File: src/rtl/cordic_vec_atan2_16bit.sv
// Iterative vectoring-mode CORDIC: angle = atan2(y, x), magnitude = |(x, y)|.
// Angle is a 16-bit binary angle (0x10000 = 360 deg); start/ready/done handshake.
// Ports: clk, rst (async, active-high), start, x_in/y_in (signed 16),
//        angle (16), magnitude (17), done (1-cycle pulse), ready (IDLE only).
// Optional: CORDIC_GAIN_COMP_EN adds a COMP cycle that removes the CORDIC gain
//           from magnitude; without it magnitude is the raw K*r value.
module cordic_vec_atan2_16bit #(
    parameter int ITERATIONS = 16,
    parameter int GUARD      = 2
) (
    input  logic               clk,
    input  logic               rst,
    input  logic               start,
    input  logic signed [15:0] x_in,
    input  logic signed [15:0] y_in,
    output logic        [15:0] angle,
    output logic        [16:0] magnitude,
    output logic               done,
    output logic               ready
);

    // 3 integer growth bits keep K*sqrt(2)*32768 in range
    localparam int W = 19 + GUARD;

`ifdef CORDIC_GAIN_COMP_EN
    typedef enum logic [2:0] {IDLE, PRE, ITER, COMP, DONE} state_t;
`else
    typedef enum logic [2:0] {IDLE, PRE, ITER, DONE} state_t;
`endif

    state_t              state_q, state_d;
    logic signed [W-1:0] x_q, x_d;
    logic signed [W-1:0] y_q, y_d;
    logic        [15:0]  z_q, z_d;
    logic        [3:0]   iter_q, iter_d;
    logic                zero_q, zero_d;
    logic        [15:0]  angle_q, angle_d;
    logic        [16:0]  mag_q, mag_d;
    logic                done_q, done_d;

    logic signed [W-1:0] xs, ys;

    function automatic logic [15:0] atan_lut(input logic [3:0] i);
        logic [15:0] a;
        case (i)
            4'd0:    a = 16'd8192;
            4'd1:    a = 16'd4836;
            4'd2:    a = 16'd2555;
            4'd3:    a = 16'd1297;
            4'd4:    a = 16'd651;
            4'd5:    a = 16'd326;
            4'd6:    a = 16'd163;
            4'd7:    a = 16'd81;
            4'd8:    a = 16'd41;
            4'd9:    a = 16'd20;
            4'd10:   a = 16'd10;
            4'd11:   a = 16'd5;
            4'd12:   a = 16'd3;
            4'd13:   a = 16'd1;
            4'd14:   a = 16'd1;
            default: a = 16'd0;
        endcase
        return a;
    endfunction

    assign xs = x_q >>> iter_q;
    assign ys = y_q >>> iter_q;

`ifdef CORDIC_GAIN_COMP_EN
    // 1/K = 0.607253 in Q15, rounded before the shift back
    logic signed [W+15:0] prod, prod_r;
    assign prod   = x_q * $signed({1'b0, 15'h4DBA});
    assign prod_r = prod + (W+16)'(16384);
`endif

    always_comb begin
        state_d = state_q;
        x_d     = x_q;
        y_d     = y_q;
        z_d     = z_q;
        iter_d  = iter_q;
        zero_d  = zero_q;
        angle_d = angle_q;
        mag_d   = mag_q;
        done_d  = 1'b0;
        unique case (state_q)
            IDLE: begin
                if (start) begin
                    x_d     = W'(x_in) <<< GUARD;
                    y_d     = W'(y_in) <<< GUARD;
                    state_d = PRE;
                end
            end
            PRE: begin
                // fold left half-plane onto the right by a 180 deg turn
                if (x_q[W-1]) begin
                    x_d = -x_q;
                    y_d = -y_q;
                    z_d = 16'h8000;
                end else begin
                    z_d = 16'h0000;
                end
                zero_d  = (x_q == '0) && (y_q == '0);
                iter_d  = 4'd0;
                state_d = ITER;
            end
            ITER: begin
                if (!y_q[W-1]) begin
                    x_d = x_q + ys;
                    y_d = y_q - xs;
                    z_d = z_q + atan_lut(iter_q);
                end else begin
                    x_d = x_q - ys;
                    y_d = y_q + xs;
                    z_d = z_q - atan_lut(iter_q);
                end
                iter_d = iter_q + 4'd1;
                if (iter_q == 4'(ITERATIONS - 1)) begin
`ifdef CORDIC_GAIN_COMP_EN
                    state_d = COMP;
`else
                    state_d = DONE;
`endif
                end
            end
`ifdef CORDIC_GAIN_COMP_EN
            COMP: begin
                x_d     = W'(prod_r >>> 15);
                state_d = DONE;
            end
`endif
            DONE: begin
                angle_d = zero_q ? 16'h0000 : z_q;
                mag_d   = zero_q ? 17'd0 : x_q[GUARD +: 17];
                done_d  = 1'b1;
                state_d = IDLE;
            end
            default: state_d = IDLE;
        endcase
    end

    always_ff @(posedge clk or posedge rst) begin
        if (rst) begin
            state_q <= IDLE;
            x_q     <= '0;
            y_q     <= '0;
            z_q     <= '0;
            iter_q  <= '0;
            zero_q  <= 1'b0;
            angle_q <= '0;
            mag_q   <= '0;
            done_q  <= 1'b0;
        end else begin
            state_q <= state_d;
            x_q     <= x_d;
            y_q     <= y_d;
            z_q     <= z_d;
            iter_q  <= iter_d;
            zero_q  <= zero_d;
            angle_q <= angle_d;
            mag_q   <= mag_d;
            done_q  <= done_d;
        end
    end

    assign angle     = angle_q;
    assign magnitude = mag_q;
    assign done      = done_q;
    assign ready     = (state_q == IDLE);

endmodule

File: config.mk
export PLATFORM = sky130hd
export DESIGN_NAME = cordic_vec_atan2_16bit
export DESIGN_NICKNAME = d
export VERILOG_FILES = /design/src/rtl/cordic_vec_atan2_16bit.sv
export SDC_FILE = /design/constraint.sdc
export NUM_CORES = 1
export LEC_CHECK = 0
export ABC_AREA = 1
export BUFFER_PORTS_ARGS = -buffer_cell sky130_fd_sc_hd__buf_2
export CAP_MARGIN = 25
export CORE_MARGIN = 2
export CORE_UTILIZATION = 55
export DETAILED_ROUTE_END_ITERATION = 8
export HOLD_SLACK_MARGIN = 0.02
export PLACE_DENSITY_LB_ADDON = 0.2
export SLEW_MARGIN = 20
export SYNTH_ARGS = -nofsm -noshare
export SYNTH_HDL_FRONTEND = slang
export SYNTH_SLANG_ARGS = --single-unit
File: constraint.sdc
create_clock -name clk -period 4.8 [get_ports clk]
set_input_delay 0.24 -clock clk [delete_from_list [all_inputs] [get_ports clk]]
set_output_delay 0.24 -clock clk [all_outputs]
set_load 0.01 [all_outputs]
Word-level counts from Yosys, hierarchy flattened

Memory sizes are Yosys's and may differ from the RTL's.
Index checks and enable logic that the tools add are counted.

$add $sub $neg: 9
Equal/unequal tests: 7
Shift-type cells: 2
Mux-type cells: 22
Reduce and logical (&&, ||, !) cells: 9

Operator list:

| cell                                                             | count |
|---|---|
| 21-bit two-way mux                                               | 6 |
| 21-bit one-hot mux with 3 select lines                           | 2 |
| 16-bit two-way mux                                               | 7 |
| 21-bit adder                                                     | 2 |
| 21-bit logical NOT                                               | 2 |
| 21-bit negator                                                   | 2 |
| 21-bit by 4-bit >>> shifter with 21-bit output                   | 2 |
| 21-bit subtractor                                                | 2 |
| 16-bit one-hot mux with 2 select lines                           | 1 |
| 17-bit two-way mux                                               | 1 |
| 16-bit adder                                                     | 1 |
| 16-bit subtractor                                                | 1 |
| 3-bit one-hot mux with 3 select lines                            | 1 |
| 4-bit one-hot mux with 2 select lines                            | 1 |
| 3-bit by 2-bit == test with 1-bit output (second input constant) | 2 |
| 3-bit two-way mux                                                | 2 |
| 2-bit inequality test (second input constant)                    | 3 |
| 4-bit by 1-bit adder with 4-bit output (second input constant)   | 1 |
| 4-bit == test (second input constant)                            | 1 |
| 2-bit AND reduction                                              | 2 |
| 3-bit by 1-bit == test with 1-bit output (second input constant) | 1 |
| 3-bit logical NOT                                                | 1 |
| 3-bit AND reduction                                              | 1 |
| 3-bit nonzero test                                               | 1 |
| other kinds (3)                                                  | 3 |

Bits in registers: 100
Bits in read-only memories: 448
Logic and storage cells: 61
Memories: 2

Memory list:

| memory          | words | bits a word | rd ports | clocked after Yosys merged registers in | write ports | line | text |
|---|---|---|---|---|---|---|---|
| (no name shown) | 16    | 14          | 1        | 0                                       | 0           | 45   | `case (i)` |
| (no name shown) | 16    | 14          | 1        | 0                                       | 0           | 45   |  |

Logic depth before layout (Yosys ltp)

Gate-level depths: netlist of run 1.
An unclocked memory read counts as a cell.

Depth after elaboration: 6
Depth in mapped cells: 34

Least setup slack after synthesis of run 1

No wires, ideal clock.

Kind: reg2reg
From: reg iter_q[0]
To: reg y_q[15]
Library setup time: 131 ps
Arrival time: 3766 ps
Path slack: 903 ps
Cell stages (with the launch flop): 31
Path buffers: 3
Clock period less this slack: 3897 ps
Cells stage by stage: dfrtp_1 -> buf_6 -> buf_8 -> buf_8 -> o211ai_1 -> nand3_1 -> nand2_1 -> inv_1 -> o21ai_1 -> inv_1 -> ha_1 -> nand2_1 -> nor2_2 -> inv_1 -> o21ai_0 -> xor2_1 -> inv_1 -> ha_1 -> a21oi_1 -> o21ai_0 -> a21oi_1 -> inv_1 -> nand2_1 -> nand2_1 -> a21oi_1 -> inv_1 -> or2_2 -> nand3_1 -> nand3_1 -> o211ai_1 -> o21ai_0

Word-level cells in the longest chain between the ends: 4
Elaborated cells on any way between the ends: 5

RTL lines:

| item                                               | line     | text |
|---|---|---|
| from (decl)                                        | 35       | `logic [3:0] iter_q, iter_d;` |
| from (signal assigned)                             | 158      | `iter_q <= iter_d;` |
| 21-bit by 4-bit >>> shifter with 21-bit output (*) | 66       | `assign xs = x_q >>> iter_q;` |
| 21-bit subtractor or 21-bit adder (tied branches)  | 110, 114 |  |
| 21-bit two-way mux (*)                             | 108      | `if (!y_q[W-1]) begin` |
| 21-bit one-hot mux with 3 select lines (*)         | 86       | `unique case (state_q)` |
| to (signal assigned)                               | 156      | `y_q <= y_d;` |
| to (decl)                                          | 33       | `logic signed [W-1:0] y_q, y_d;` |

Mark *: on every way between the ends. The rest lies on a longest branch, timed or not.
A chain may end at the register's enable or synchronous reset.

Worst setup path in the final report of run 1

Ends and elaborated chain as after synthesis.

==> metrics.txt, run 1 <==
setup violators final=0; post-route setup TNS=0 ns; DR pass1 iterations=7; ANT nets after route=0; Die H=148.4 um; CP peak stage delay=0.57 ns; DR vias/cell=just under 6; syn avg cell area=6.310 um2; FF-to-FF Start=iter_q[0]; fin worst setup slack=0.3591 ns; total of max-cap violations=0; met2 usage=between 50% and 60%; Worst-Margin Slew=0.9943 ns; clock net sink count=99; Synth area leaders=dfrtp_1, nand2_1, ha_1; HP Start=y_in[10]; final slew viol count=0; H-tree depth=3; Post-Route WL=38590 um; Root Driver=clkbuf_16; fin crit period=4.441 ns; TritonCTS Buffers=9; total gr overflow=0; Synth Cell Area=11470 um2; Placed Instances=2119; CTS tree=yes; IO Pins=70; Area growth, synth to finish=8.551%; Worst Setup End Kind=flip-flop; final hold vios=0; Die Wd=148.4 um; GR Layer Usage met1=49.09%; Worst EP required=roughly 5.0 ns; initial antenna violation count=0; hpwl dp=29860 um; first-pass GRT wire length=61580 um; drt drc=0; ys flop type=dfrtp_1; Critical Path Source=iter_q[0]; FFs w/ async S/R, synth=100.0%; die footprint=22030 um2; # diodes=0; FF+latch count, synth=slightly below 100; CP Max Fanout=8; Crit Path Class=reg -> reg; status=complete, no violations; Finished Layout Cells=2138; CP max stage cell=dfrtp_4; hold slack=about 0.10 ns; initial core utilization=56.33%; average wire per standard cell=18.05 um; most used cell along the critical path=inv_1; crit path DAT=4.67 ns; Clock Latency Late Sink=0.37 ns; RePlAce Congestion=~1; met3 usage=under 10%; Gate Count Post-Synth=1818; row cnt=52; relative slew slack=33.47%; clk slew on worst S/H paths=0.08 ns; Synth top area share=21.60%; NumNets Final=a little under 2k; share of cells above drive strength 1=12.15%; vias post-DR=~13k; Core ar.=20360 um2; Min-Delay Path Class=in -> reg; area leader, netlist=dfrtp_1; startpoint type of the worst setup path=flip-flop; final period utilization=92.52%; clk buf depth=2; port buffer count=69; total global-route track usage=35.14%; net count after synthesis=1931; FMAX=about 230 MHz; Top Usage Layer GRT=met2; Setup WS pre-CTS=0.2077 ns; count of cell types in the netlist=57; sequential area share after synthesis=21.60%; total number of yosys warnings=0; Post-synth EDFFs=0; RSZ-0062 raised after global routing=no; worst clock skew=0.01171 ns; pin count of the biggest net entering global routing=67; vias in the first global route=11.70k; DR iter-0 viols=1039
[repair_timing]
item	4_1_cts	5_1_grt
setup buffers	0	2
endpoints found under the setup margin	0	12
endpoints found under the hold margin	41	0
gates resized for setup	0	15
hold buffers	1	0
[path summary, 6_finish.rpt]
check / slack, ns / end / cells past startpoint
setup reg to reg: 0.36 / y_q[15] / 29
min in group asynchronous: 0.47 / magnitude[10] / 3
max in group asynchronous: 3.08 / iter_q[0] / 4
hold / removal: 0.10 / y_q[12] / 3
setup / recovery: 0.36 / y_q[15] / 29
hold reg to reg: 0.53 / magnitude[4] / 2
[cells in the mapped netlist, types with 18 or more instances]
library cell / number
nand2_1: 421
inv_1: 224
nand3_1: 179
o21ai_0: 167
nor2_1: 125
a21oi_1: 116
dfrtp_1: 99
ha_1: 75
o22ai_1: 47
xor2_1: 39
o211ai_1: 31
clkbuf_1: 30
buf_2: 27
nand2_2: 23
nor3_1: 23
a31oi_1: 20
o21ai_1: 18
[cells in the final DEF, fill, tap and decap left out, drive strengths merged, types with 4 or more instances in the layout]
cell and count:
xnor2 10, dfrtp 99, a21oi 118, nor4 9, nand4 10, or2 12, buf 111, nand3 196
nor2 138, xor2 39, inv 237, o21ai 192, o31ai 4, nor3 24, o22ai 47, nand2 449
o211ai 31, o221ai 5, ha 75, a31oi 20, clkbuf 9
[layout make-up]
cell class,count,area [um2]
Clock buffer,9,225.2
Clock inverter,6,53.80
Fill cell,2021,7913
Inverter,233,882.1
Multi-Input combinational cell,1409,7742
Sequential cell,99,2481
Tap cell,270,337.8
Timing Repair Buffer,112,729.5
[state kept, by name, summed over array words and instances (netlist names)]
signal     cells
state_q        2
angle         16
x_q           21
iter_q         4
done           1
magnitude     17
y_q           21
zero_q         1
z_q           16
[critical path, delay by kind of cell, from the launching register on]
family                   cells  cell delay [ns]
AO/OA/AOI/OAI                9             1.39
flip-flops                   1             0.57
buffers and inverters        7             0.61
XOR/XNOR                     1             0.17
adder cells (fa/ha/maj)      2             0.46
AND/OR/NAND/NOR             10             1.08
[routing by layer]
metal / share of wire [%] / routed length (um) / up-vias
met3: 7.5 / 2886 / 91
met4: 4.0 / 1533 / 0
li1: - / - / 6210
met5: 0 / 0 / -
met2: 44 / 16960 / 516
met1: 45 / 17210 / 5782
[stage by stage]
| step | utilization, % | area [um2] |
|---|---|---|
| finish | 61.15 | 12450 |
| global placement | 59.34 | 12080 |
| global route | 61.15 | 12450 |
| detailed placement | 59.34 | 12080 |
| CTS | 60.76 | 12370 |
| floorplan | - | 11470 |
[cell families after synthesis]
| family | count (synthesis) | synth area share [%] |
|---|---|---|
| and+or+nand+nor | 843 | 32.86 |
| AOI/OAI and AO/OA | 438 | 21.73 |
| buffers and inverters | 310 | 11.28 |
| DFF | 99 | 21.60 |
| adders and majority gates | 78 | 8.704 |
| xor gates and xnor gates | 49 | 3.741 |
| muxes | 1 | 0.08726 |
Power of run 1 is left out: the tool's default activity adds up to more than one toggle a clock period on the data nets, which glitch-free logic cannot reach.
==> run 2: changes to the inputs <==
PLACE_DENSITY = 0.73   (was unset)
PLACE_DENSITY_LB_ADDON = unset   (was 0.2)
SETUP_SLACK_MARGIN = 0.4   (was unset)
==> run 2 against run 1 <==
Clock skew up 0.0010 ns. Highest routed layer unchanged. Critical path type unchanged. Final cell count increased by 1.1%. Critical endpoint unchanged. Register-to-register slack improved by 0.15 ns. Cell area increased by 6.6%. Critical path depth increased by 1. Core utilization grew 4.0 points. Via count is 1.7% higher. First-iteration DRC count grew 11%.
==> metrics.txt, run 2 (synthesized netlist as in run 1, its figures left out) <==
status=complete, no violations; clk slew on worst S/H paths=0.08 ns (about the same); share of cells above drive strength 1=19.66% (+7.5 points); CP Max Fanout=11 (+3); total gr overflow=0 (unchanged); most common cell after layout, fill and taps aside=nand2_1; relative slew slack=33.14% (-0.33 points); first-pass GRT wire length=61740 um (+0.27%); FF-to-FF Start=iter_q[0]; register area=2482 um2 (about the same); CP peak stage delay=0.58 ns (about the same); Worst EP required=5.04 ns (about the same); DR pass1 iterations=6 (-1); final period utilization=89.32% (-3.2 points); Worst Setup End Kind=flip-flop; Worst setup endpoint=y_q[15]; worst clock skew=0.01274 ns (+0.001028 ns); drt drc=0 (unchanged); CTS tree=yes; Core ar.=20360 um2 (unchanged); Critical Path Source=iter_q[0]; NumNets Final=2000 (+1.2%); Fill cells=1934 (-4.3%); die footprint=22030 um2 (unchanged); Multi-input gate area=8318 um2 (+7.4%); Post-Route WL=40200 um (+4.2%); Root Driver=clkbuf_16; Area growth, synth to finish=15.70%; Reg2Reg Depth=30 (+3.4%); setup violators final=0 (unchanged); # diodes=0 (unchanged); fin crit period=4.288 ns (-0.1533 ns); Worst-Margin Slew=1.002 ns (+0.007575 ns); DR iter-0 viols=1150 (+11%); TritonCTS Buffers=9 (unchanged); H-tree depth=3 (unchanged); initial core utilization=56.33% (unchanged); total global-route track usage=35.41% (+0.27 points); initial antenna violation count=0 (unchanged); vias in the first global route=11.70k (-0.026%); hpwl dp=30130 um (+0.91%); FMAX=233.2 MHz (+3.6%); ANT nets after route=0 (unchanged); Min-Delay Path Class=in -> async; total of max-cap violations=0 (unchanged); clk buf depth=2 (unchanged); final slew viol count=0 (unchanged); CP max stage cell=dfrtp_4; DR vias/cell=5.926 (+0.56%); Crit Path Class=reg -> reg; reg2reg end=y_q[15]; row cnt=52 (unchanged); RSZ-0062 raised after global routing=yes; post-route setup TNS=0 ns (unchanged); Die H=148.4 um (unchanged); pin count of the biggest net entering global routing=69 (+3.0%); average wire per standard cell=18.59 um (+3.0%); Clock Latency Late Sink=0.37 ns (about the same); crit path DAT=4.53 ns (-0.14 ns); port buffer count=69 (unchanged); R2R setup slack=0.51 ns (+0.15 ns); final hold vios=0 (unchanged); most used cell along the critical path=inv_1; Die Wd=148.4 um (unchanged); startpoint type of the worst setup path=flip-flop; vias post-DR=12.81k (+1.7%); RePlAce Congestion=1.005 (+0.82%); commonest cells after routing, fill and taps aside=nand2_1, inv_1, nand3_1; clock net sink count=99 (unchanged); IO Pins=70 (unchanged)
## run 2: timing repair
action / 4_1_cts / 5_1_grt
hold buffers: 0 / 0
endpoints found under the setup margin: 2 / 31
gates cloned: 0 / 2
hold endpoints to repair: 0 / 0
gates resized for setup: 3 / 187
buffers inserted: 3 / 20
pin swaps: 0 / 49
## run 2: critical path: cells and delay by family (launching register included)
family,cells,cell delay [ns]
AO/OA/AOI/OAI,9,1.13
adder cells (fa/ha/maj),2,0.42
buffers and inverters,8,0.82
flip-flops,1,0.58
XOR/XNOR,1,0.20
AND/OR/NAND/NOR,10,1.02
## run 2: metrics by stage
stage                     hold WS [ns]  cell area [um2]  util (%)  instances  setup slack [ns]
after global placement          0.4640            12060     59.22       2119            0.4076
final                          0.05244            13270     65.17       2162            0.5124
after floorplan                 0.3788            11470         -       1818            0.9032
after global routing           0.09287            13270     65.17       2162            0.3027
after detailed placement        0.4785            12100     59.44       2121            0.3100
after CTS                      0.09203            12430     61.05       2140            0.4126
## run 2: layout make-up
| cell class | instances | share of cell area [%] |
|---|---|---|
| Multi-Input combinational cell | 1409 | 62.68 |
| Sequential cell | 99 | 18.70 |
| Timing Repair Buffer | 135 | 7.071 |
| Inverter | 233 | 6.769 |
| Tap cell | 270 | 2.545 |
| Clock buffer | 10 | 1.801 |
| Clock inverter | 6 | 0.4337 |
## run 2: metal layers
metal	GRT usage [%]	vias to the layer above	wire (um)
met2	56.67	548	18020
met3	3.926	97	3055
li1	-	6251	-
met5	0	-	0
met1	49.44	5916	17550
met4	13.33	0	1568
## run 2: how the worst min path moves through the flow
stage	startpoint	to	slack, ns	cells past startpoint
2_1_floorplan	x_in[10]	x_q[12]	0.38	2
3_3_place_gp	y_in[3]	y_q[5]	0.46	3
3_5_place_dp	rst	magnitude[12]	0.48	2
4_1_cts	rst	x_q[11]	0.09	2
5_1_grt	y_in[7]	y_q[9]	0.09	3
6_report	rst	magnitude[13]	0.05	2
Power of run 2 is left out for the same reason.
==> run 3: changes to the inputs <==
ABC_AREA = unset   (was 1)
==> run 3 against run 2 <==
Hold slack better by 0.059 ns. Core utilization increased by 6.1 points. Cell area rose by 14%. Sequential share of layout area shrank 2.2 points. Non-clock buffer count grew 136. Die area up 4.2%. Maximum frequency shrank 11%. Routed wire length up 4.4%. Synthesized cell count fell by 18%. Critical path depth decreased by 9. Register-to-register slack got worse by 0.51 ns. Highest routed layer unchanged.
==> metrics.txt, run 3 <==
ANT nets after route=0 (unchanged); Fill cells=1595 (-18%); RePlAce Congestion=1.012 (+0.76%); Multi-input gate area=9532 um2 (+15%); post-route setup TNS=0 ns (unchanged); TritonCTS Buffers=9 (unchanged); CP Cell Sequence=buf_12, buf_16, buf_4, mux2i_1, mux2_2, mux4_2, nand2_1, buf_6, nor2_1, a31oi_1, xor2_1, ha_1, nand2_1, nor3_4, o211ai_1, a31o_2, o21a_1, nand3_2, a21oi_2, nor2_1, a41oi_2; crit path DAT=5.02 ns (+0.49 ns); most common cell after layout, fill and taps aside=buf_4; total number of yosys warnings=0 (unchanged); FFs w/ async S/R, synth=100.0% (unchanged); Post-Route WL=41970 um (+4.4%); Die Wd=151.5 um (+2.1%); drt drc=0 (unchanged); Commonest cells post-synth=nand2_1, nor2_1, dfrtp_1; Clock Latency Late Sink=0.38 ns (about the same); fin crit period=4.797 ns (+0.5099 ns); # diodes=0 (unchanged); relative slew slack=28.94% (-4.2 points); net count after synthesis=1598 (-17%); Post-synth EDFFs=0 (unchanged); DR pass1 iterations=8 (+2); final hold vios=0 (unchanged); NumNets Final=1757 (-12%); CP max stage cell=mux4_2; DR vias/cell=6.642 (+12%); CP Max Fanout=9 (-2); Gate Count Post-Synth=1485 (-18%); RSZ-0062 raised after global routing=yes; total of max-cap violations=0 (unchanged); final period utilization=99.95% (+11 points); first-pass GRT wire length=64070 um (+3.8%); total gr overflow=0 (unchanged); IO Pins=70 (unchanged); count of cell types in the netlist=82 (+44%); clk buf depth=2 (unchanged); Area growth, synth to finish=26.41%; Synth top area share=20.70% (-0.90 points); Placed Instances=1818 (-14%); area leader, netlist=dfrtp_1; Worst EP required=5.02 ns (-0.02 ns); ys flop type=dfrtp_1; clock net sink count=99 (unchanged); share of cells above drive strength 1=31.78% (+12 points); vias post-DR=12.78k (-0.26%); Synth area leaders=dfrtp_1, mux4_2, ha_1; die footprint=22960 um2 (+4.2%); hpwl dp=27750 um (-7.9%); worst clock skew=0.01445 ns (+0.001716 ns); row cnt=53 (+1.9%); initial core utilization=56.40% (+0.069 points); final slew viol count=0 (unchanged); Worst-Margin Slew=1.062 ns (+0.06016 ns); initial antenna violation count=0 (unchanged); Die H=151.5 um (+2.1%); clk slew on worst S/H paths=0.09 ns (about the same); sequential area share after synthesis=20.70% (-0.90 points); Finished Layout Cells=1924 (-11%); Synth Cell Area=11970 um2 (+4.3%); commonest cells after routing, fill and taps aside=buf_4, nand2_1, nor2_1; FMAX=208.4 MHz (-11%); Crit path max-delay family=compound AO/OA/AOI/OAI gates; CP peak stage delay=0.54 ns (-0.04 ns); Crit Path Class=reg -> reg; register area=2491 um2 (+0.35%); Root Driver=clkbuf_16; setup violators final=0 (unchanged); vias in the first global route=12.24k (+4.6%); Core ar.=21220 um2 (+4.2%); total global-route track usage=35.51% (+0.096 points); pin count of the biggest net entering global routing=59 (-14%); H-tree depth=3 (unchanged); startpoint type of the worst setup path=flip-flop; DR iter-0 viols=1275 (+11%); average wire per standard cell=21.81 um (+17%); port buffer count=69 (unchanged); syn avg cell area=8.059 um2 (+28%); status=complete, no violations; WP buf/inv=4 (-4); FF+latch count, synth=99 (unchanged); Worst Setup End Kind=flip-flop; Min-Delay Path Class=in -> reg; CTS tree=yes; most instantiated library cell after synthesis=nand2_1
==> run 3: cell types whose count changed in the layout (fill, tap and decap cells not counted), sizes merged, moves of 42 or more <==
cell   previous run  this run
o21ai           192        96
nand2           449       164
buf             133       269
inv             232        81
mux2i             1        43
nand3           196        27
xnor2            10        61
mux4              0        44
==> run 3: cells by family (layout without fill, tap and decap cells) <==
| kind of cell | count (synthesis) | after routing | synth area share, % |
|---|---|---|---|
| muxes | 114 | 114 | 14.76 |
| buffers and inverters | 205 | 369 | 7.130 |
| and+or+nand+nor | 457 | 457 | 18.02 |
| adders and majority gates | 78 | 78 | 8.343 |
| xor gates and xnor gates | 102 | 102 | 7.465 |
| DFF | 99 | 99 | 20.70 |
| AOI/OAI and AO/OA | 430 | 430 | 23.58 |
==> run 3: worst register-to-register path, cell delays in order (launching register included) <==
cell,delay (ns)
dfrtp_4,0.52
buf_12,0.15
buf_16,0.15
buf_4,0.17
mux2i_1,0.15
mux2_2,0.32
mux4_2,0.54
nand2_1,0.20
buf_6,0.14
nor2_1,0.05
a31oi_1,0.17
xor2_1,0.12
ha_1,0.52
nand2_1,0.16
nor3_4,0.21
o211ai_1,0.16
a31o_2,0.32
o21a_1,0.20
nand3_2,0.08
a21oi_2,0.06
nor2_1,0.13
a41oi_2,0.12
==> run 3: worst paths after layout <==
check | start | end | slack, ns | cells after the start
setup / recovery | iter_q[1] | x_q[20] | 0.003 | 21
hold / removal | y_in[0] | y_q[2] | 0.11 | 3
setup reg to reg | iter_q[1] | x_q[20] | 0.003 | 21
hold reg to reg | z_q[6] | angle[6] | 0.52 | 2
max in group asynchronous | rst | iter_q[2] | 3.09 | 4
min in group asynchronous | rst | magnitude[11] | 0.47 | 3
==> run 3: layer usage <==
metal | track usage [%] | wire [um] | vias to the layer above | share of wire (%)
li1 | - | - | 5747 | -
met1 | 44.55 | 16200 | 6051 | 39
met2 | 58.73 | 19660 | 765 | 47
met3 | 6.347 | 3838 | 216 | 9.1
met4 | 18.24 | 2271 | 0 | 5.4
met5 | 0 | 0 | - | 0
==> run 3: metrics by stage <==
stage | utilization (%) | worst slack (ns) | hold WS (ns) | area, um2
final | 71.29 | 0.002539 | 0.1116 | 15130
after CTS | 68.69 | 0.08743 | 0.1068 | 14580
after floorplan | - | 0.1712 | 0.3926 | 12130
after global routing | 71.29 | -0.1747 | 0.1329 | 15130
after detailed placement | 61.80 | -0.1511 | 0.3342 | 13120
after global placement | 61.80 | -0.1470 | 0.3235 | 13120
==> run 3: repair_timing <==
item | in CTS | in global routing
cloned | 4 | 0
pin swaps | 99 | 67
hold endpoints to repair | 41 | 0
hold buffers | 1 | 0
setup endpoints to repair | 28 | 32
buffers inserted | 61 | 23
gates resized for setup | 134 | 86
==> run 3: area by class of cell <==
class | instances | share of cell area (%)
Clock buffer | 9 | 1.489
Clock inverter | 7 | 0.5293
Inverter | 82 | 2.159
Multi-Input combinational cell | 1181 | 63.01
Sequential cell | 99 | 16.47
Tap cell | 275 | 2.274
Timing Repair Buffer | 271 | 14.08
Power of run 3 is left out for the same reason.
